===== src/rtl/serv_pwr_pkg.sv =====
// Shared types for the SERV WFI power controller: FSM state encoding and
// wake-timer sizing helper.
package serv_pwr_pkg;

    typedef enum logic [1:0] {
        RUN   = 2'd0,
        DRAIN = 2'd1,
        SLEEP = 2'd2,
        WAKE  = 2'd3
    } state_t;

    // Bits needed to hold 0..dly, never less than one.
    function automatic int wake_tmr_w(input int dly);
        return (dly < 1) ? 1 : $clog2(dly + 1);
    endfunction

endpackage


===== src/rtl/serv_pwr_wake_timer.sv =====
// Loadable down-counter that times the settle period spent in WAKE.
// done flags the last settle cycle (timer value 1).
module serv_pwr_wake_timer
    import serv_pwr_pkg::*;
#(
    parameter int WAKE_DLY = 2
) (
    input  logic clk,
    input  logic srst,
    input  logic load,
    input  logic en,
    output logic done
);

    localparam int TW = wake_tmr_w(WAKE_DLY);

    logic [TW-1:0] timer_reg;

    always_ff @(posedge clk) begin
        if (srst) begin
            timer_reg <= '0;
        end else if (load) begin
            timer_reg <= TW'(WAKE_DLY);
        end else if (en && timer_reg != '0) begin
            timer_reg <= timer_reg - TW'(1);
        end
    end

    assign done = (timer_reg == TW'(1));

endmodule


===== src/rtl/serv_pwr_ctrl.sv =====
// WFI sleep/wakeup responder: drains the bus, gates the core clock, and
// restores it after a settle delay. Define SERV_PWR_SLEEP_CNT_EN for the
// saturating gated-cycle counter; otherwise o_sleep_cycles reads zero.
module serv_pwr_ctrl
    import serv_pwr_pkg::*;
#(
    parameter int WAKE_DLY = 2,
    parameter int CNT_W    = 32
) (
    input  logic             i_clk,
    input  logic             i_rst,
    input  logic             i_sleep_req,
    input  logic             i_wakeup_req,
    input  logic             i_bus_idle,
    output logic             o_clk_en,
    output logic             o_sleeping,
    output logic             o_wake_ack,
    output logic [CNT_W-1:0] o_sleep_cycles
);

    state_t state_reg;
    state_t state_next;
    logic   clk_en_reg;
    logic   sleeping_reg;
    logic   wake_ack_reg;
    logic   ack_next;
    logic   tmr_done;

    serv_pwr_wake_timer #(
        .WAKE_DLY (WAKE_DLY)
    ) u_wake_timer (
        .clk  (i_clk),
        .srst (i_rst),
        .load ((state_reg == SLEEP) && i_wakeup_req),
        .en   (state_reg == WAKE),
        .done (tmr_done)
    );

    always_comb begin
        state_next = state_reg;
        ack_next   = 1'b0;
        case (state_reg)
            RUN: begin
                // The core still holds sleep_req during the ack cycle.
                if (i_sleep_req && !wake_ack_reg) begin
                    if (i_wakeup_req) begin
                        ack_next = 1'b1;
                    end else begin
                        state_next = DRAIN;
                    end
                end
            end
            DRAIN: begin
                if (i_wakeup_req) begin
                    state_next = RUN;
                    ack_next   = 1'b1;
                end else if (i_bus_idle) begin
                    state_next = SLEEP;
                end
            end
            SLEEP: begin
                if (i_wakeup_req) begin
                    if (WAKE_DLY == 0) begin
                        state_next = RUN;
                        ack_next   = 1'b1;
                    end else begin
                        state_next = WAKE;
                    end
                end
            end
            WAKE: begin
                if (tmr_done) begin
                    state_next = RUN;
                    ack_next   = 1'b1;
                end
            end
            default: state_next = RUN;
        endcase
    end

    // Outputs are registered from the next state so they line up with it.
    always_ff @(posedge i_clk) begin
        if (i_rst) begin
            state_reg    <= RUN;
            clk_en_reg   <= 1'b1;
            sleeping_reg <= 1'b0;
            wake_ack_reg <= 1'b0;
        end else begin
            state_reg    <= state_next;
            clk_en_reg   <= (state_next == RUN) || (state_next == DRAIN);
            sleeping_reg <= (state_next == SLEEP) || (state_next == WAKE);
            wake_ack_reg <= ack_next;
        end
    end

    assign o_clk_en   = clk_en_reg;
    assign o_sleeping = sleeping_reg;
    assign o_wake_ack = wake_ack_reg;

`ifdef SERV_PWR_SLEEP_CNT_EN
    logic [CNT_W-1:0] cnt_reg;

    always_ff @(posedge i_clk) begin
        if (i_rst) begin
            cnt_reg <= '0;
        end else if (sleeping_reg && cnt_reg != '1) begin
            cnt_reg <= cnt_reg + CNT_W'(1);
        end
    end

    assign o_sleep_cycles = cnt_reg;
`else
    assign o_sleep_cycles = '0;
`endif

endmodule


===== config.mk =====
export PLATFORM = sky130hd
export DESIGN_NAME = serv_pwr_ctrl
export DESIGN_NICKNAME = d
export VERILOG_FILES = /design/src/rtl/serv_pwr_pkg.sv /design/src/rtl/serv_pwr_wake_timer.sv /design/src/rtl/serv_pwr_ctrl.sv
export SDC_FILE = /design/constraint.sdc
export NUM_CORES = 1
export LEC_CHECK = 0
export BUFFER_PORTS_ARGS = -buffer_cell sky130_fd_sc_hd__buf_2
export CAP_MARGIN = 40
export CORE_UTILIZATION = 42
export CTS_BUF_LIST = sky130_fd_sc_hd__clkbuf_16
export DETAILED_ROUTE_END_ITERATION = 10
export GPL_ROUTABILITY_DRIVEN = 0
export MAX_ROUTING_LAYER = met4
export PLACE_DENSITY = 0.88
export SLEW_MARGIN = 30
export SYNTH_ARGS = -nofsm -noshare
export SYNTH_HDL_FRONTEND = slang
export SYNTH_SLANG_ARGS = --single-unit

===== constraint.sdc =====
create_clock -name i_clk -period 3.4 [get_ports i_clk]
set_input_delay 0.68 -clock i_clk [delete_from_list [all_inputs] [get_ports i_clk]]
set_output_delay 0.68 -clock i_clk [all_outputs]
set_load 0.02 [all_outputs]

# Yosys cells after proc, flatten, opt, wreduce, memory -nomap -nowiden
# Cells that the tools add are included.
# Widths: inputs -> output; s select.
# word_totals
out_inout_bits	35
word_cells	38
ff_bits	7
# op_classes
n_reduce_logical	11
n_mux	13
add_sub_neg	1
eq_ne	7
# ops
operator	n
$mux 2	8
$eq 2x2->1 const B	4
$pmux 2 s4	1
$eq 2x1->1 const B	3
$logic_not 2->1	2
$reduce_bool 2->1	2
$logic_and 1x1->1	3
$mux 1	3
$pmux 1 s3	1
$logic_or 1x1->1	2
$reduce_or 2->1	1
$sub 2x1->2 const B	1
$logic_not 1->1	1

# Logic depth before layout (Yosys ltp)
# Gate-level depths: netlist of run 1.
# depth
word_depth	6
mapped_depth	5
depth_no_buf	5

# Modules after synthesis
# Synthesis of run 1 repeated with hierarchy kept, for this count alone.
# hier_totals
cells_unflattened	70
area_unflattened_um2	581.8
# modules_own_cells
module	cells_per_inst	n_inst	seq_area_each_um2	area_each_um2
serv_pwr_ctrl	58	1	80.1	462.9
serv_pwr_wake_timer	12	1	40.0	118.9

# Worst setup path before layout of run 1
# No wires, ideal clock.
# synth_path
kind	input -> register
start	input port i_bus_idle
end	register clk_en_reg, in the netlist o_clk_en
setup_slack_ns	2.103
setup_ns	0.120
arrival_time_ns	1.177
n_path_buf	0
path_stages	3
path_cell_list	nor4bb_1 a21oi_1 or2_1
# synth_between
elab_chain_len	5
word_cells_on_any_way	6
cone_classes	1 x eq/ne; 3 x mux; 2 x reduce/logical
# synth_lines
item	line	text
start: declaration	serv_pwr_ctrl.sv:14	input logic i_bus_idle,
$mux 2 *	serv_pwr_ctrl.sv:57	end else if (i_bus_idle) begin
$mux 2 *	serv_pwr_ctrl.sv:54	if (i_wakeup_req) begin
$pmux 2 s4 *	serv_pwr_ctrl.sv:42	case (state_reg)
$eq 2x1->1 / $logic_not 2->1 (equally long branches)	serv_pwr_ctrl.sv:90	clk_en_reg <= (state_next == RUN) || (state_next == DRAIN);
$logic_or 1x1->1 *	serv_pwr_ctrl.sv:90	
end signal: assignment	serv_pwr_ctrl.sv:90	
end: declaration	serv_pwr_ctrl.sv:23	logic clk_en_reg;
# Mark *: on every way between the ends. The rest lies on a longest branch, timed or not.
# A chain may end at the register's enable or synchronous reset.

==> results of run 1 <==
cells by family after synthesis:
kind of cell | count (synthesis) | synth area share [%]
AOI/OAI and AO/OA | 9 | 9.36
muxes | 2 | 3.79
DFF | 6 | 21.4
buffers and inverters | 36 | 47.0
adders and majority gates | 2 | 4.45
and+or+nand+nor | 12 | 13.4
other | 1 | 0.668
power by group:
part / total (W) / switching, W / internal, W
Combinational: 0.0000451 / 0.0000381 / 0.00000694
Sequential: 0.0000758 / 0.00000287 / 0.0000730
Clock: 0.000189 / 0.0000384 / 0.000151
worst paths after layout:
| path | from | endpoint | slack [ns] | depth (start not counted) |
|---|---|---|---|---|
| setup / recovery | state_reg[1]$_SDFF_PP0_ | o_sleeping | 1.78 | 1 |
| hold / removal | u_wake_timer.timer_reg[0]$_SDFFE_PP0P_ | u_wake_timer.timer_reg[0]$_SDFFE_PP0P_ | 0.53 | 2 |
| setup reg to reg | u_wake_timer.timer_reg[0]$_SDFFE_PP0P_ | u_wake_timer.timer_reg[0]$_SDFFE_PP0P_ | 2.16 | 5 |
| hold reg to reg | u_wake_timer.timer_reg[0]$_SDFFE_PP0P_ | u_wake_timer.timer_reg[0]$_SDFFE_PP0P_ | 0.53 | 2 |
layer usage:
| layer | part of all wire (%) | global-route usage, % | up-vias |
|---|---|---|---|
| li1 | - | - | 175 |
| met1 | 41 | 12.6 | 154 |
| met2 | 48 | 20.0 | 29 |
| met3 | 11 | 5.78 | 0 |
| met4 | 0 | 10.3 | 0 |
| met5 | 0 | - | - |
placed cells by master (no fill, tap or decap), drive strengths merged:
cell type,count
a21oi,4
o211ai,1
a221oi,1
nand2,3
ha,2
or2,1
mux2i,1
clkbuf,3
dfxtp,6
o21ai,2
nor2,3
and4bb,1
conb,32
nor3b,1
nor2b,1
inv,2
nor4bb,2
mux2,1
a31oi,1
buf,7
layout make-up:
| cell class | instances | area [µm²] | share of cell area, % |
|---|---|---|---|
| inverters | 2 | 7.51 | 1.37 |
| multi-input cells | 57 | 294 | 53.5 |
| clock buffers | 3 | 75.1 | 13.7 |
| flip-flops and latches | 6 | 120 | 21.9 |
| repair buffers | 7 | 35.0 | 6.38 |
| well taps | 14 | 17.5 | 3.19 |
through the flow:
step / instances / area [µm²] / power (W)
after CTS: 89 / 549 / 0.000309
after global routing: 89 / 549 / 0.000321
after floorplan: 99 / 678 / 0.000144
after global placement: 86 / 474 / 0.000120
after detailed placement: 86 / 474 / 0.000121
final: 89 / 549 / 0.000310
==> results.txt, run 1 <==
----------------------------------------------------
[Outcome]
  Status ... completed

[Critical path]
  Worst path buffer plus inverter count ... 1
  Top cell family by delay on the critical path ... flip-flops
  Startpoint class of the critical path ... flip-flop
  Type of the worst setup path ... flip-flop to output port
  WP data required ... 2.72 ns
  Largest stage delay, worst path ... 0.48 ns
  Ordered cell list for the critical path ... buf_2
  CP Max Fanout ... 10
  Kind of capture point of the worst setup path ... output port
  Library cell contributing the largest single delay on the critical path ... sky130_fd_sc_hd__dfxtp_1
  Data arrival time of the worst path ... 0.94 ns

[Route]
  DR DRC count ... 0
  Wire length reported by the detailed router ... between 700 and 800 µm
  Post-route antenna net violation count ... 0
  Routed vias ... 358
  First-pass detailed-route iteration total ... 2
  Routed wirelength normalized by instance count ... 8.36 µm
  Initial detailed-routing violation count ... 3
  Vias per inst ... 4.02

[Synth]
  Ranking of synthesized cells by area ... sky130_fd_sc_hd__buf_4 43%, sky130_fd_sc_hd__dfxtp_1 21%, sky130_fd_sc_hd__ha_1 4.5%
  Area fraction of the dominant cell type after synthesis ... 42.8%
  Synthesis-stage register bit count ... 6
  Cell count after synthesis ... 68
  Share of synthesized area occupied by flip-flops and latches ... 21.4%
  Number of distinct library cell variants in the gate-level netlist after synthesis ... 21
  Library cell with the highest instance count after synthesis ... sky130_fd_sc_hd__buf_4
  Post-synth EDFFs ... 0
  Post-synthesis average cell area ... 8.26 µm²
  Most frequently used flop master after synthesis ... sky130_fd_sc_hd__dfxtp_1
  Warning count from the yosys run ... 0
  Fraction of registers with async set/reset ... 0%
  Most frequent cells after synthesis ... 32 x sky130_fd_sc_hd__buf_4, 6 x sky130_fd_sc_hd__dfxtp_1, 4 x sky130_fd_sc_hd__a21oi_1, 3 x sky130_fd_sc_hd__nand2_1, 3 x sky130_fd_sc_hd__nor2_1
  Cell area after synthesis ... 562 µm²
  Cell type with the highest aggregate area in the netlist ... sky130_fd_sc_hd__buf_4

[Placed design]
  Number of port buffers ... 7
  Half-perimeter wire length of the detailed placement result ... 570 µm
  Placement Setup Slack ... 1.89 ns

[Clock network]
  Count of hold-fix buffers inserted at cts ... 0
  CTS tree ... yes
  Clock Sink Count ... 6
  CTS Buf Count ... 3
  Clock insertion delay at the later pin of the skew report ... 0.23 ns
  Clk slew on worst S/H paths ... 0.03 ns
  Buffers inserted during post-CTS setup optimization ... 0
  Maximum level of the CTS H-tree ... 1
  Clk buf depth ... 2
  Buffer cell driving the clock tree root ... sky130_fd_sc_hd__clkbuf_16
  Number of gates resized after CTS ... 0

[Floorplan]
  # rows ... 12
  Total I/O pin count ... 40
  Die Span Y ... 38.6 µm
  Effective utilization at floorplan ... 48.0%
  Chip Width ... 38.6 µm
  Core Area ... 1170 µm²
  Die Footprint ... 1490 µm²

[Power and ir drop]
  Power per cell area ... approximately 560 nW/µm²
  Standby leakage power ... 0.273 nW
  Maximum VDD drop ... 0.207 mV

[Global routing]
  Via count of the first global-routing pass ... 306
  Maximum number of pins on one net before global-route repair ... 11
  Overall global routing resource usage ... 13.0%
  Wire length of the first global-routing pass ... 1200 µm
  Total congestion overflow ... 0
  Number of antenna violations at the first check in global routing ... 0

[Timing]
  Portion of the clock cycle consumed by the worst path in the final layout ... approximately 48%
  Post-Route Hold Slack ... 0.527 ns
  Crit path time final ... approximately 1.6 ns
  Unrepaired setup endpoints after global routing ... no
  Final-report hold violation count ... 0
  Final clock skew ... 0.00274 ns
  Worst Setup Slack, final ... roughly 1.8 ns
  Total Negative Setup Slacks ... 0 ns
  Peak Freq ... 0.617 GHz
  Number of failing setup endpoints in the final timing report ... 0
  Max-slew violations ... 0

[Layout]
  Layout cells sized above 1 ... around 16%
  Number of fill cells in the layout ... around 130
  Final core occ ... 46.9%
  # diodes ... 0
  Area Overhead vs Synth ... -2.23%
  Number of nets in the final layout ... 84

[Min path]
  Path category of the worst min-delay check ... flip-flop to flip-flop

[Job]
  Max-capacitance violation count ... 0

----------------------------------------------------
Power figures use the tool's default switching activity.
==> inputs of run 2 (changes only) <==
--- a/config.mk
+++ b/config.mk
@@ -7,12 +7,12 @@
 export LEC_CHECK = 0
 export BUFFER_PORTS_ARGS = -buffer_cell sky130_fd_sc_hd__buf_2
 export CAP_MARGIN = 40
-export CORE_UTILIZATION = 42
+export CORE_UTILIZATION = 35
 export CTS_BUF_LIST = sky130_fd_sc_hd__clkbuf_16
 export DETAILED_ROUTE_END_ITERATION = 10
 export GPL_ROUTABILITY_DRIVEN = 0
 export MAX_ROUTING_LAYER = met4
-export PLACE_DENSITY = 0.88
+export PLACE_DENSITY = 0.79
 export SLEW_MARGIN = 30
 export SYNTH_ARGS = -nofsm -noshare
 export SYNTH_HDL_FRONTEND = slang
==> constraint.sdc (replaced) <==
create_clock -name i_clk -period 1.3 [get_ports i_clk]
set_input_delay 0.26 -clock i_clk [delete_from_list [all_inputs] [get_ports i_clk]]
set_output_delay 0.26 -clock i_clk [all_outputs]
set_load 0.02 [all_outputs]
==> results.txt, run 2 (same netlist as run 1, synthesis figures left out) <==
----------------------------------------------------
[Placed design]
  Post-placement cell area ... between 400 and 500 µm²
  Half-perimeter wire length of the detailed placement result ... 525 µm
  Number of port buffers ... 7

[Outcome]
  Status ... completed

[Global routing]
  Total congestion overflow ... 0
  Wire length of the first global-routing pass ... 1100 µm
  Number of antenna violations at the first check in global routing ... 0
  M1 GR Usage ... 10.1%
  Overall global routing resource usage ... roughly a tenth
  Met3 usage ... 4.74%
  Via count of the first global-routing pass ... 265
  Met2 Resource Use GR ... 10.9%
  Maximum number of pins on one net before global-route repair ... 11
  Busiest layer in global routing ... met4

[Layout]
  Number of nets in the final layout ... 85
  Most frequent standard cell in the layout excluding fill and tap cells ... sky130_fd_sc_hd__conb_1
  # diodes ... 0
  Post-Layout Inst Area ... roughly 560 µm²
  Most frequent cells in the layout ... 32 x sky130_fd_sc_hd__conb_1, 7 x sky130_fd_sc_hd__buf_2, 6 x sky130_fd_sc_hd__dfxtp_1
  Layout cells sized above 1 ... between 10% and 20%
  Area occupied by registers ... 120 µm²
  Number of fill cells in the layout ... 159
  Area Overhead vs Synth ... -0.446%
  Multi-input logic area ... 294 µm²

[Timing]
  Portion of the clock cycle consumed by the worst path in the final layout ... 92.1%
  Final clock skew ... between 0.002 and 0.0025 ns
  Crit path time final ... around 1.2 ns
  Number of failing setup endpoints in the final timing report ... 0
  Peak Freq ... 0.835 GHz
  Total Negative Setup Slacks ... 0 ns
  Max-slew violations ... 0
  Unrepaired setup endpoints after global routing ... no
  Final-report hold violation count ... 0

[Floorplan]
  Chip Width ... 42.1 µm
  Effective utilization at floorplan ... 37.3%
  # rows ... 14
  Die Span Y ... 42.1 µm
  Die Footprint ... between 1500 and 2000 µm²
  Total I/O pin count ... 40
  Core Area ... 1510 µm²

[Clock network]
  CTS Buf Count ... 3
  Clock Sink Count ... 6
  Clk buf depth ... 2
  Clock insertion delay at the later pin of the skew report ... 0.23 ns
  Buffers inserted during post-CTS setup optimization ... 0
  Number of gates resized after CTS ... 0
  CTS tree ... yes
  Count of hold-fix buffers inserted at cts ... 0
  Clk slew on worst S/H paths ... 0.03 ns
  Maximum level of the CTS H-tree ... 1
  Buffer cell driving the clock tree root ... sky130_fd_sc_hd__clkbuf_16

[Route]
  Routed vias ... roughly 360
  DR DRC count ... 0
  Routed wirelength normalized by instance count ... between 7 and 8 µm
  Wire length reported by the detailed router ... 698 µm
  First-pass detailed-route iteration total ... 2
  Post-route antenna net violation count ... 0
  Vias per inst ... 3.89
  Initial detailed-routing violation count ... 5

[Power and ir drop]
  Maximum VDD drop ... 0.811 mV
  Internal power consumption ... roughly 0.0006 W
  Standby leakage power ... between 0.2 and 0.3 nW
  Share of total power consumed by net switching ... 25.8%
  Relative contribution of combinational cells to total power ... about 14%
  Net load switching power ... 0.000211 W
  Share of total power in sequential cells ... 24.2%
  Clock power share ... 61.3%
  Power per cell area ... between 1000 and 1500 nW/µm²

[Critical path]
  CP Max Fanout ... 5
  Startpoint class of the critical path ... flip-flop
  Ordered cell list for the critical path ... inv_1, ha_1, nor4bb_1, a31oi_1, a21oi_1
  Kind of capture point of the worst setup path ... flip-flop
  Largest stage delay, worst path ... approximately 0.38 ns
  Start point of the critical path ... u_wake_timer.timer_reg[0]$_SDFFE_PP0P_
  WP data required ... approximately 1.5 ns
  Worst r2r src ... u_wake_timer.timer_reg[0]$_SDFFE_PP0P_
  Library cell contributing the largest single delay on the critical path ... sky130_fd_sc_hd__dfxtp_1
  Type of the worst setup path ... flip-flop to flip-flop
  Data arrival time of the worst path ... 1.36 ns

[Job]
  Max-capacitance violation count ... 0

[Min path]
  Path category of the worst min-delay check ... input pin to flip-flop
  Start point of the worst min-delay path ... i_rst

----------------------------------------------------
## run 2: changes by cell type in the layout (fill, tap and decap cells not counted), sizes merged
cell / delta
buf: +1
## run 2: power groups by stage
stage | Sequential [W] | Clock [W] | Combinational [W]
final | 0.000197 | 0.000500 | 0.000118
after global routing | 0.000198 | 0.000516 | 0.000127
after CTS | 0.000197 | 0.000507 | 0.000117
after detailed placement | 0.000200 | 0 | 0.000117
after global placement | 0.000200 | 0 | 0.000116
after floorplan | 0.000200 | 0 | 0.000177
## run 2: cell type report
class,count,share of cell area [%]
flip-flops and latches,6,21.5
well taps,16,3.58
inverters,2,1.34
multi-input cells,57,52.6
clock buffers,3,13.4
repair buffers,8,7.61
## run 2: final timing paths
check	end	slack [ns]	depth (start not counted)
setup / recovery	u_wake_timer.timer_reg[0]$_SDFFE_PP0P_	0.10	5
hold / removal	u_wake_timer.timer_reg[0]$_SDFFE_PP0P_	0.27	2
setup reg to reg	u_wake_timer.timer_reg[0]$_SDFFE_PP0P_	0.10	5
hold reg to reg	u_wake_timer.timer_reg[0]$_SDFFE_PP0P_	0.51	2
## run 2: routing by layer
layer / share of wire, % / up-vias
met3: 11 / 4
met2: 40 / 26
met5: 0 / -
li1: - / 175
met4: 6.0 / 0
met1: 42 / 153
## run 2: metrics by stage
step | total power, W | hold WS [ns] | util [%] | worst slack (ns) | instances
2_1_floorplan | 0.000376 | 0.329 | - | 0.111 | 99
4_1_cts | 0.000821 | 0.267 | 37.1 | 0.0911 | 92
3_3_place_gp | 0.000316 | 0.489 | 32.1 | 0.154 | 89
6_report | 0.000815 | 0.266 | 37.1 | 0.103 | 92
3_5_place_dp | 0.000317 | 0.503 | 32.1 | 0.0933 | 89
5_1_grt | 0.000842 | 0.276 | 37.1 | 0.00237 | 92
## run 2: critical path, delay by kind of cell, from the launching register on
family          cells  cell delay, ns
simple gates        1            0.27
flops               1            0.38
compound gates      2            0.19
buf+inv             1            0.06
fa+ha+maj           1            0.24
==> inputs of run 3 (changes only) <==
--- a/config.mk
+++ b/config.mk
@@ -5,15 +5,16 @@
 export SDC_FILE = /design/constraint.sdc
 export NUM_CORES = 1
 export LEC_CHECK = 0
-export BUFFER_PORTS_ARGS = -buffer_cell sky130_fd_sc_hd__buf_2
 export CAP_MARGIN = 40
-export CORE_UTILIZATION = 35
+export CORE_AREA = 2 2 39 41
 export CTS_BUF_LIST = sky130_fd_sc_hd__clkbuf_16
 export DETAILED_ROUTE_END_ITERATION = 10
+export DIE_AREA = 0 0 41 43
+export DONT_BUFFER_PORTS = 1
 export GPL_ROUTABILITY_DRIVEN = 0
 export MAX_ROUTING_LAYER = met4
-export PLACE_DENSITY = 0.79
-export SLEW_MARGIN = 30
+export PLACE_DENSITY = 0.65
+export SLEW_MARGIN = 10
 export SYNTH_ARGS = -nofsm -noshare
 export SYNTH_HDL_FRONTEND = slang
 export SYNTH_SLANG_ARGS = --single-unit
==> results.txt, run 3 (same netlist as run 1, synthesis figures left out) <==
----------------------------------------------------
[Outcome]
  Status ... completed

[Route]
  First-pass detailed-route iteration total ... 4
  DR DRC count ... 0
  Initial detailed-routing violation count ... 6
  Vias per inst ... 4.01
  Post-route antenna net violation count ... 0
  Routed wirelength normalized by instance count ... roughly 9 µm
  Routed vias ... 345
  Wire length reported by the detailed router ... 787 µm

[Floorplan]
  Die Footprint ... around 1800 µm²
  Die Span Y ... 43 µm
  Chip Width ... slightly above 40 µm
  # rows ... 14
  Core Area ... ~1400 µm²
  Effective utilization at floorplan ... 40.6%
  Total I/O pin count ... 40

[Timing]
  Unrepaired setup endpoints after global routing ... no
  Crit path time final ... 1.21 ns
  Peak Freq ... approximately 0.83 GHz
  Total Negative Setup Slacks ... 0 ns
  Final-report hold violation count ... 0
  Number of failing setup endpoints in the final timing report ... 0
  Max-slew violations ... 0
  Portion of the clock cycle consumed by the worst path in the final layout ... 93.1%
  Final clock skew ... 0.00213 ns

[Layout]
  Most frequent cells in the layout ... 32 x sky130_fd_sc_hd__conb_1, 6 x sky130_fd_sc_hd__dfxtp_1, 4 x sky130_fd_sc_hd__a21oi_1
  Most frequent standard cell in the layout excluding fill and tap cells ... sky130_fd_sc_hd__conb_1
  Area Overhead vs Synth ... -4.23%
  Final core occ ... about two fifths
  Number of fill cells in the layout ... 160
  Number of nets in the final layout ... 79
  Post-Layout Inst Area ... 538 µm²
  Multi-input logic area ... ~300 µm²
  Area occupied by registers ... 120 µm²
  Layout cells sized above 1 ... 11.4%
  # diodes ... 0

[Clock network]
  Clk slew on worst S/H paths ... 0.04 ns
  Clock insertion delay at the later pin of the skew report ... 0.23 ns
  Maximum level of the CTS H-tree ... 1
  Count of hold-fix buffers inserted at cts ... 0
  CTS Buf Count ... 3
  CTS tree ... yes
  Buffers inserted during post-CTS setup optimization ... 0
  Clock Sink Count ... 6
  Buffer cell driving the clock tree root ... sky130_fd_sc_hd__clkbuf_16
  Clk buf depth ... 2
  Number of gates resized after CTS ... 0

[Placed design]
  Post-placement cell area ... 457 µm²
  Half-perimeter wire length of the detailed placement result ... 583 µm
  Number of port buffers ... 0

[Critical path]
  Kind of capture point of the worst setup path ... flip-flop
  WP data required ... 1.46 ns
  Data arrival time of the worst path ... ~1.4 ns
  CP Max Fanout ... 5
  Startpoint class of the critical path ... flip-flop
  Type of the worst setup path ... flip-flop to flip-flop

[Global routing]
  Wire length of the first global-routing pass ... 1120 µm
  Via count of the first global-routing pass ... 291
  Number of antenna violations at the first check in global routing ... 0
  Maximum number of pins on one net before global-route repair ... 11
  Total congestion overflow ... 0
  Overall global routing resource usage ... 9.89%

[Min path]
  Path category of the worst min-delay check ... input pin to flip-flop

[Job]
  Max-capacitance violation count ... 0

[Power and ir drop]
  Power per cell area ... 1490 nW/µm²
  Standby leakage power ... about 0.25 nW
  Maximum VDD drop ... a little under 0.7 mV
  Sum of internal, switching and leakage power ... 0.000804 W

----------------------------------------------------
run 3: critical path, stage by stage (launching register included):
cell and delay (ns):
sky130_fd_sc_hd__dfxtp_1 0.38, sky130_fd_sc_hd__inv_1 0.06, sky130_fd_sc_hd__ha_1 0.23, sky130_fd_sc_hd__nor4bb_1 0.27
sky130_fd_sc_hd__a31oi_1 0.07, sky130_fd_sc_hd__a21oi_1 0.13
run 3: worst paths after layout:
| path | startpoint | to | slack (ns) | cells after the start |
|---|---|---|---|---|
| max | u_wake_timer.timer_reg[0]$_SDFFE_PP0P_ | u_wake_timer.timer_reg[0]$_SDFFE_PP0P_ | 0.09 | 5 |
| min | i_rst | u_wake_timer.timer_reg[1]$_SDFFE_PP0P_ | 0.10 | 1 |
| max reg2reg | u_wake_timer.timer_reg[0]$_SDFFE_PP0P_ | u_wake_timer.timer_reg[0]$_SDFFE_PP0P_ | 0.09 | 5 |
| min reg2reg | u_wake_timer.timer_reg[0]$_SDFFE_PP0P_ | u_wake_timer.timer_reg[0]$_SDFFE_PP0P_ | 0.51 | 2 |
run 3: final cells by class:
cell class	instances	share of cell area, %
repair buffers	2	2.79
multi-input cells	57	55.8
well taps	16	3.72
clock buffers	3	14.0
inverters	2	1.40
flip-flops and latches	6	22.3
run 3: where the power goes:
part	internal, W	total, W	leakage, nW	switching (W)
combinational	0.0000151	0.000107	0.169	0.0000922
clock	0.000395	0.000497	0.0370	0.000102
sequential	0.000191	0.000200	0.0487	0.00000900
run 3: metrics by stage:
step	setup slack, ns	hold slack [ns]	instances
after floorplan	0.111	0.329	99
after detailed placement	0.0951	0.333	83
after global routing	0.0214	0.0997	86
after global placement	0.151	0.331	83
final	0.0894	0.100	86
after CTS	0.0305	0.0984	86
run 3: metal layers:
metal  vias to the layer above  share of wire [%]  GRT usage [%]  routed length, µm
li1                        164                  -              -                  -
met5                         -                  0              -                  0
met2                        25                 53           15.6                414
met4                         0                  0           8.00                  0
met3                         0                 12           2.62                 95
met1                       156                 35           9.35                277
